## config.mk

```make
export PLATFORM = sky130hd
export DESIGN_NAME = pipe_stage_bank
export DESIGN_NICKNAME = d
export VERILOG_FILES = /design/src/rtl/pipe_pkg.sv /design/src/rtl/pipe_stage_reg.sv /design/src/rtl/pipe_stage_bank.sv
export SDC_FILE = /design/constraint.sdc
export NUM_CORES = 1
export LEC_CHECK = 0
export ABC_AREA = 0
export CORE_AREA = 3 3 566 568
export CTS_BUF_LIST = sky130_fd_sc_hd__clkbuf_8
export DETAILED_ROUTE_END_ITERATION = 7
export DIE_AREA = 0 0 569 571
export GPL_TIMING_DRIVEN = 0
export PLACE_DENSITY = 0.3
export SLEW_MARGIN = 20
export SYNTH_ARGS = -nofsm -noshare
export SYNTH_HDL_FRONTEND = slang
export SYNTH_SLANG_ARGS = --single-unit
export TNS_END_PERCENT = 30
```

## constraint.sdc

```tcl
create_clock -name clk -period 1.4 [get_ports clk]
set_clock_uncertainty 0.1 [all_clocks]
set_input_delay 0.14 -clock clk [delete_from_list [all_inputs] [get_ports clk]]
set_output_delay 0.14 -clock clk [all_outputs]
set_load 0.05 [all_outputs]
```

## src/rtl/pipe_pkg.sv

```systemverilog
// pipe_pkg: shared encodings, bundle layouts and nop patterns for the
// Y86-64 pipeline register bank.
//   STAT_*      : 2-bit instruction status codes
//   I_NOP       : nop instruction code
//   RNONE       : "no register" id
//   *_bundle_t  : packed stage bundles; D_W/E_W/M_W/W_W are their widths
//   *_NOP       : bubble/reset patterns; CC_RESET: {ZF,SF,OF} after reset
package pipe_pkg;

  localparam int WORD_W = 64;

  localparam logic [1:0] STAT_AOK = 2'd0;
  localparam logic [1:0] STAT_HLT = 2'd1;
  localparam logic [1:0] STAT_ADR = 2'd2;
  localparam logic [1:0] STAT_INS = 2'd3;

  localparam logic [3:0] I_NOP = 4'h1;
  localparam logic [3:0] RNONE = 4'hF;

  typedef struct packed {
    logic [1:0]        stat;
    logic [3:0]        icode;
    logic [3:0]        ifun;
    logic [3:0]        rA;
    logic [3:0]        rB;
    logic [WORD_W-1:0] valC;
    logic [WORD_W-1:0] valP;
  } d_bundle_t;

  typedef struct packed {
    logic [1:0]        stat;
    logic [3:0]        icode;
    logic [3:0]        ifun;
    logic [WORD_W-1:0] valC;
    logic [WORD_W-1:0] valA;
    logic [WORD_W-1:0] valB;
    logic [3:0]        dstE;
    logic [3:0]        dstM;
    logic [3:0]        srcA;
    logic [3:0]        srcB;
  } e_bundle_t;

  typedef struct packed {
    logic [1:0]        stat;
    logic [3:0]        icode;
    logic              Cnd;
    logic [WORD_W-1:0] valE;
    logic [WORD_W-1:0] valA;
    logic [3:0]        dstE;
    logic [3:0]        dstM;
  } m_bundle_t;

  typedef struct packed {
    logic [1:0]        stat;
    logic [3:0]        icode;
    logic [WORD_W-1:0] valE;
    logic [WORD_W-1:0] valM;
    logic [3:0]        dstE;
    logic [3:0]        dstM;
  } w_bundle_t;

  localparam int D_W = $bits(d_bundle_t);
  localparam int E_W = $bits(e_bundle_t);
  localparam int M_W = $bits(m_bundle_t);
  localparam int W_W = $bits(w_bundle_t);

  localparam d_bundle_t D_NOP = '{stat: STAT_AOK, icode: I_NOP, ifun: 4'h0,
                                  rA: RNONE, rB: RNONE, valC: '0, valP: '0};
  localparam e_bundle_t E_NOP = '{stat: STAT_AOK, icode: I_NOP, ifun: 4'h0,
                                  valC: '0, valA: '0, valB: '0,
                                  dstE: RNONE, dstM: RNONE,
                                  srcA: RNONE, srcB: RNONE};
  localparam m_bundle_t M_NOP = '{stat: STAT_AOK, icode: I_NOP, Cnd: 1'b0,
                                  valE: '0, valA: '0,
                                  dstE: RNONE, dstM: RNONE};
  localparam w_bundle_t W_NOP = '{stat: STAT_AOK, icode: I_NOP,
                                  valE: '0, valM: '0,
                                  dstE: RNONE, dstM: RNONE};

  localparam logic [2:0] CC_RESET = 3'b100;

endpackage

```

## src/rtl/pipe_stage_reg.sv

```systemverilog
// pipe_stage_reg: one pipeline register with reset > stall > bubble > load
// priority. Reset and bubble both load NOP.
//   clk, rst : clock, synchronous active-high reset
//   stall    : hold current contents
//   bubble   : load NOP
//   din/dout : next-stage bundle in, registered bundle out
module pipe_stage_reg #(
  parameter int               WIDTH = 1,
  parameter logic [WIDTH-1:0] NOP   = '0
) (
  input  logic             clk,
  input  logic             rst,
  input  logic             stall,
  input  logic             bubble,
  input  logic [WIDTH-1:0] din,
  output logic [WIDTH-1:0] dout
);

  logic [WIDTH-1:0] dout_d;
  logic [WIDTH-1:0] dout_q;

  always_comb begin
    dout_d = din;
    if (stall) begin
      dout_d = dout_q;
    end else if (bubble) begin
      dout_d = NOP;
    end
  end

  always_ff @(posedge clk) begin
    if (rst) begin
      dout_q <= NOP;
    end else begin
      dout_q <= dout_d;
    end
  end

  assign dout = dout_q;

endmodule

```

## src/rtl/pipe_stage_bank.sv

```systemverilog
// pipe_stage_bank: F/D/E/M/W pipeline registers plus condition codes,
// applying the hazard-control strobes at each rising edge.
//   clk, rst            : clock, synchronous active-high reset
//   F_stall, D_stall, D_bubble, E_bubble, M_bubble, W_stall, set_cc : strobes
//   f_predPC / F_predPC : predicted PC in / registered
//   d_in..w_in / D_out..W_out : stage bundles in / registered
//   cc_in / cc          : {ZF,SF,OF} in / registered
//   ctl_err             : sticky, set when D_stall and D_bubble coincide
// Optional (PIPE_PERF_CNT_EN): stall_cnt counts D_stall edges, bubble_cnt
// counts E_bubble edges; both saturate and clear on rst.
module pipe_stage_bank
  import pipe_pkg::*;
#(
  parameter int WORD = WORD_W
) (
  input  logic            clk,
  input  logic            rst,
  input  logic            F_stall,
  input  logic            D_stall,
  input  logic            D_bubble,
  input  logic            E_bubble,
  input  logic            M_bubble,
  input  logic            W_stall,
  input  logic            set_cc,
  input  logic [WORD-1:0] f_predPC,
  output logic [WORD-1:0] F_predPC,
  input  d_bundle_t       d_in,
  output d_bundle_t       D_out,
  input  e_bundle_t       e_in,
  output e_bundle_t       E_out,
  input  m_bundle_t       m_in,
  output m_bundle_t       M_out,
  input  w_bundle_t       w_in,
  output w_bundle_t       W_out,
  input  logic [2:0]      cc_in,
  output logic [2:0]      cc,
`ifdef PIPE_PERF_CNT_EN
  output logic [31:0]     stall_cnt,
  output logic [31:0]     bubble_cnt,
`endif
  output logic            ctl_err
);

  pipe_stage_reg #(.WIDTH(WORD), .NOP('0)) u_f (
    .clk(clk), .rst(rst), .stall(F_stall), .bubble(1'b0),
    .din(f_predPC), .dout(F_predPC)
  );

  // Stall has priority over bubble, so an illegal D_stall+D_bubble holds D.
  pipe_stage_reg #(.WIDTH(D_W), .NOP(D_NOP)) u_d (
    .clk(clk), .rst(rst), .stall(D_stall), .bubble(D_bubble),
    .din(d_in), .dout(D_out)
  );

  pipe_stage_reg #(.WIDTH(E_W), .NOP(E_NOP)) u_e (
    .clk(clk), .rst(rst), .stall(1'b0), .bubble(E_bubble),
    .din(e_in), .dout(E_out)
  );

  pipe_stage_reg #(.WIDTH(M_W), .NOP(M_NOP)) u_m (
    .clk(clk), .rst(rst), .stall(1'b0), .bubble(M_bubble),
    .din(m_in), .dout(M_out)
  );

  pipe_stage_reg #(.WIDTH(W_W), .NOP(W_NOP)) u_w (
    .clk(clk), .rst(rst), .stall(W_stall), .bubble(1'b0),
    .din(w_in), .dout(W_out)
  );

  logic [2:0] cc_d, cc_q;
  logic       ctl_err_d, ctl_err_q;

  always_comb begin
    cc_d      = set_cc ? cc_in : cc_q;
    ctl_err_d = ctl_err_q | (D_stall & D_bubble);
  end

  always_ff @(posedge clk) begin
    if (rst) begin
      cc_q      <= CC_RESET;
      ctl_err_q <= 1'b0;
    end else begin
      cc_q      <= cc_d;
      ctl_err_q <= ctl_err_d;
    end
  end

  assign cc      = cc_q;
  assign ctl_err = ctl_err_q;

`ifdef PIPE_PERF_CNT_EN
  logic [31:0] stall_cnt_d, stall_cnt_q;
  logic [31:0] bubble_cnt_d, bubble_cnt_q;

  always_comb begin
    stall_cnt_d  = stall_cnt_q;
    bubble_cnt_d = bubble_cnt_q;
    if (D_stall && (stall_cnt_q != 32'hFFFF_FFFF)) begin
      stall_cnt_d = stall_cnt_q + 32'd1;
    end
    if (E_bubble && (bubble_cnt_q != 32'hFFFF_FFFF)) begin
      bubble_cnt_d = bubble_cnt_q + 32'd1;
    end
  end

  always_ff @(posedge clk) begin
    if (rst) begin
      stall_cnt_q  <= '0;
      bubble_cnt_q <= '0;
    end else begin
      stall_cnt_q  <= stall_cnt_d;
      bubble_cnt_q <= bubble_cnt_d;
    end
  end

  assign stall_cnt  = stall_cnt_q;
  assign bubble_cnt = bubble_cnt_q;
`endif

endmodule

```

==> flow_metrics.py <==
metrics = {
    "layout": {
        "post-route-util_pct": 17.86,
        "num-nets-final": 5196,
        "syn_to_final_growth_pct": 145.7,
        "post_route_cells_drive_above_1_share_pct": 34.21,
        "multi_input_gate_area_mm2": 0.007810,
        "stdcell_count": 8798,
        "area.sequential_mm2": 0.01512,
        "number_of_inserted_filler_cells_in_the_final_layout": 35173,
    },
    "logic_synthesis": {
        "post_synth_most_frequent_cells": "717 x sky130_fd_sc_hd__dfxtp_1, 335 x sky130_fd_sc_hd__and2_1, 211 x sky130_fd_sc_hd__nor2_1",
        "synth_area_leader_cell": "sky130_fd_sc_hd__dfxtp_1",
        "synth.cell_area_mm2": 0.02292,
        "synth_simple_gate_area_share_pct": 19.95,
        "synth.distinct_cells": 22,
        "synth-compound-area-share_pct": 5.427,
        "synth.top_cell.area_share_pct": 62.63,
        "synth_xor_area_share_pct": 0,
        "synth-edff-count": 0,
        "post-synth-top-count-cell": "sky130_fd_sc_hd__dfxtp_1",
        "portion_of_netlist_area_occupied_by_mux_cells_pct": 8.691,
        "synth-seq-cells": 717,
        "yosys_warnings": 0,
        "avgSynthCellArea_um2": 10.96,
        "synthesis.instances": 2092,
        "synth_seq_area_share_pct": 62.63,
        "synth_adder_area_share_pct": 0,
        "ys_dominant_reg_cell": "sky130_fd_sc_hd__dfxtp_1",
        "post_synth_main_area_contributors": "sky130_fd_sc_hd__dfxtp_1 63%, sky130_fd_sc_hd__and2_1 9.1%, sky130_fd_sc_hd__mux2i_1 8.7%",
        "synth_top_family_by_area": "simple AND/OR/NAND/NOR gates",
        "asyncSetResetFlopFracSynth_pct": 0,
        "postSynthNetCount": 2817,
    },
    "sta": {
        "final.setup.worst_slack_ns": -0.3219,
        "slew_viol_final": 0,
        "fmax_ghz": 0.5807,
        "finalHoldViolCount": 0,
        "tightest_slew_ns": 1.026,
        "slew_headroom_pct": 31.58,
        "finalWorstPathRequiredPeriod_ns": 1.722,
        "finalSetupTns_ns": -172.08,
        "unrepaired_setup_endpoints_after_global_routing": "yes",
        "final.period_utilization_pct": 123.0,
        "setup_viol_count_final": 805,
    },
    "die": {
        "die-area_mm2": 0.3249,
        "die_w_um": 569,
        "initial_core_util_pct": 7.270,
        "rows": 206,
        "num_io_pins": 1442,
        "die_y_um": 571,
        "core-area_mm2": 0.3152,
    },
    "worst_setup_path": {
        "critical-path-max-stage-delay_ns": 0.41,
        "regToRegStartpoint": "u_f.dout[58]",
        "ff2ff_path_depth": 3,
        "timing.critical_path.cells": "buf_12",
        "worst_r2r_endpoint": "u_f.dout[58]",
        "cpMaxStageDelayCell": "sky130_fd_sc_hd__dfxtp_4",
        "critical_path.top_delay_family": "flip-flops",
        "setup.worst_path.end_class": "output port",
        "timing.critical_path.required_ns": 1.16,
        "worst-path-max-fanout": 2,
        "critPathKind": "reg -> out",
        "critical_path_buf_inv_count": 1,
        "timing.critical_path.from_type": "flip-flop",
        "internal_reg_to_reg_setup_slack_ns": 0.13,
        "arrival_ns": 1.48,
    },
    "power": {
        "post-layout-total-power_mw": 60.98,
        "max-vdd-ir-drop_v": 0.0005808,
        "pwrdens_mw_per_mm2": 1083,
        "power_leakage_nw": 22.54,
    },
    "global_route": {
        "grt_max_degree": 13,
        "overflow": 0,
        "first_global_vias": 27338,
        "first_pass_grt_wire_length_um": 289000,
        "gr-usage-all-layers_pct": 13.60,
        "antenna_found_initial": 121,
    },
    "placed_design": {
        "numPortBuffers": 1437,
        "place_ws_ns": -2.058,
        "gp_congestion": 0.8871,
        "cell_count_after_placement": 7691,
        "post-dp-hpwl_um": 196200,
    },
    "run_status": {
        "status": "finished with violations",
        "violations": "setup timing",
    },
    "routing": {
        "drt_wl_total_um": 230900,
        "detailroute.via_count": 25474,
        "route.met3.wl_um": 21580,
        "route.layer.met1.wl_um": 82560,
        "met2_wirelength_um": 118600,
        "wire_per_inst_um": 26.24,
        "post_drt_via_cell_ratio": 2.895,
        "route.detailed.drc": 0,
        "dr.first_iter.drc_count": 806,
        "top_layer": "met5",
        "postRouteAntennaNets": 0,
        "firstDrtPassIters": 5,
    },
    "worst_hold_path": {
        "holdPathStages": 2,
        "class_of_the_worst_hold_path": "in -> reg",
        "min_from": "m_in[113]",
        "worst_hold_path.endpoint": "u_m.dout[113]",
    },
    "clock_network": {
        "cts.htree.levels": 4,
        "clock_buffer_depth": 4,
        "cts-root-buf": "sky130_fd_sc_hd__clkbuf_8",
        "cts.sinks": 717,
        "clkTransAtPathRegs_ns": 0.06,
        "cts_tree": "yes",
        "clock_insertion_delay_worst_skew_ns": 0.87,
        "cts_buffer_count": 167,
    },
    "flow_run": {
        "timing.max_cap.violations": 0,
    },
}
-- where the power goes --
part / total (mW) / internal [mW] / switching (mW) / leakage (nW)
logic: 13.5 / 6.18 / 7.35 / 14.6
registers: 22.2 / 21.4 / 0.821 / 6.07
clock network: 25.2 / 13.9 / 11.3 / 1.90
-- final cells by class --
class / count / share of cell area [%]
tap: 4160 / 9.244
multi-input combinational: 1223 / 13.87
sequential: 717 / 26.86
clock inverter: 80 / 0.9000
antenna: 54 / 0.2400
timing repair buffer: 2210 / 42.57
buffer: 152 / 1.380
clock buffer: 202 / 4.938
-- metrics by stage --
| stage | cell area [um2] | hold slack [ns] |
|---|---|---|
| detailed placement | 42530 | 0.3587 |
| global route | 56230 | 0.004317 |
| CTS | 52850 | 0.0003295 |
| finish | 56310 | 0.04237 |
| global placement | 42510 | 0.3506 |
| floorplan | 22920 | 0.1388 |
-- flip-flops by register name, summed over array words and instances (netlist names) --
register / count
u_d.dout: 146
u_f.dout: 64
u_w.dout: 142
ctl_err: 1
u_e.dout: 218
u_m.dout: 143
cc: 3
-- per-layer routing --
layer / GRT usage (%) / vias to the layer above
li1: - / 11682
met1: 14.04 / 12035
met2: 24.93 / 1333
met3: 5.522 / 386
met4: 4.198 / 38
met5: 0 / -
-- cells by family (layout without fill, tap and decap cells) --
logic type,count (synthesis),count (layout)
other cells,0,54
mux,199,199
flops,717,717
buf+inv,152,2644
compound gates,157,157
simple gates,867,867
-- worst max path at each step --
stage	startpoint	endpoint	slack (ns)	cells past startpoint
floorplan	rst	u_m.dout[0]	0.24	4
global placement	E_bubble	u_e.dout[215]	-2.73	5
detailed placement	M_bubble	u_m.dout[88]	-2.06	5
CTS	u_w.dout[41]	W_out[41]	-0.53	1
global route	u_w.dout[35]	W_out[35]	-0.46	1
finish	u_w.dout[41]	W_out[41]	-0.32	1
-- placed cells by master, fill, tap and decap left out, types with 2 or more instances in the layout --
cell	synthesis	final
sky130_fd_sc_hd__clkinv_2	0	11
sky130_fd_sc_hd__dfxtp_4	0	80
sky130_fd_sc_hd__nor2_1	211	210
sky130_fd_sc_hd__clkbuf_8	0	202
sky130_fd_sc_hd__nand2_1	137	137
sky130_fd_sc_hd__and2_1	335	335
sky130_fd_sc_hd__nor3b_1	9	9
sky130_fd_sc_hd__buf_6	5	51
sky130_fd_sc_hd__buf_4	19	190
sky130_fd_sc_hd__inv_1	0	55
sky130_fd_sc_hd__bufinv_16	0	5
sky130_fd_sc_hd__clkdlybuf4s50_1	0	718
sky130_fd_sc_hd__inv_6	0	2
sky130_fd_sc_hd__nor2b_1	10	10
sky130_fd_sc_hd__dfxtp_1	717	263
sky130_fd_sc_hd__buf_2	57	175
sky130_fd_sc_hd__clkbuf_4	0	4
sky130_fd_sc_hd__diode_2	0	54
sky130_fd_sc_hd__or3_1	26	26
sky130_fd_sc_hd__clkinvlp_4	0	3
sky130_fd_sc_hd__mux2i_1	199	199
sky130_fd_sc_hd__clkbuf_2	5	11
sky130_fd_sc_hd__clkbuf_1	57	51
sky130_fd_sc_hd__buf_8	0	263
sky130_fd_sc_hd__a211o_1	10	10
sky130_fd_sc_hd__buf_12	0	150
sky130_fd_sc_hd__dlygate4sd3_1	0	741
sky130_fd_sc_hd__o22ai_1	96	96
sky130_fd_sc_hd__buf_1	9	7
sky130_fd_sc_hd__a21oi_1	11	11
sky130_fd_sc_hd__o22ai_2	40	40
sky130_fd_sc_hd__dfxtp_2	0	374
sky130_fd_sc_hd__inv_8	0	2
sky130_fd_sc_hd__nand2b_1	136	136
-- timing repair --
item	4_1_cts	5_1_grt
hold endpoints to repair	713	9
hold buffers	740	1
buffers inserted	9	21
pin swaps	1	0
endpoints found under the setup margin	1103	883
gates resized for setup	4624	1343
(Power assumes the default switching activity.)
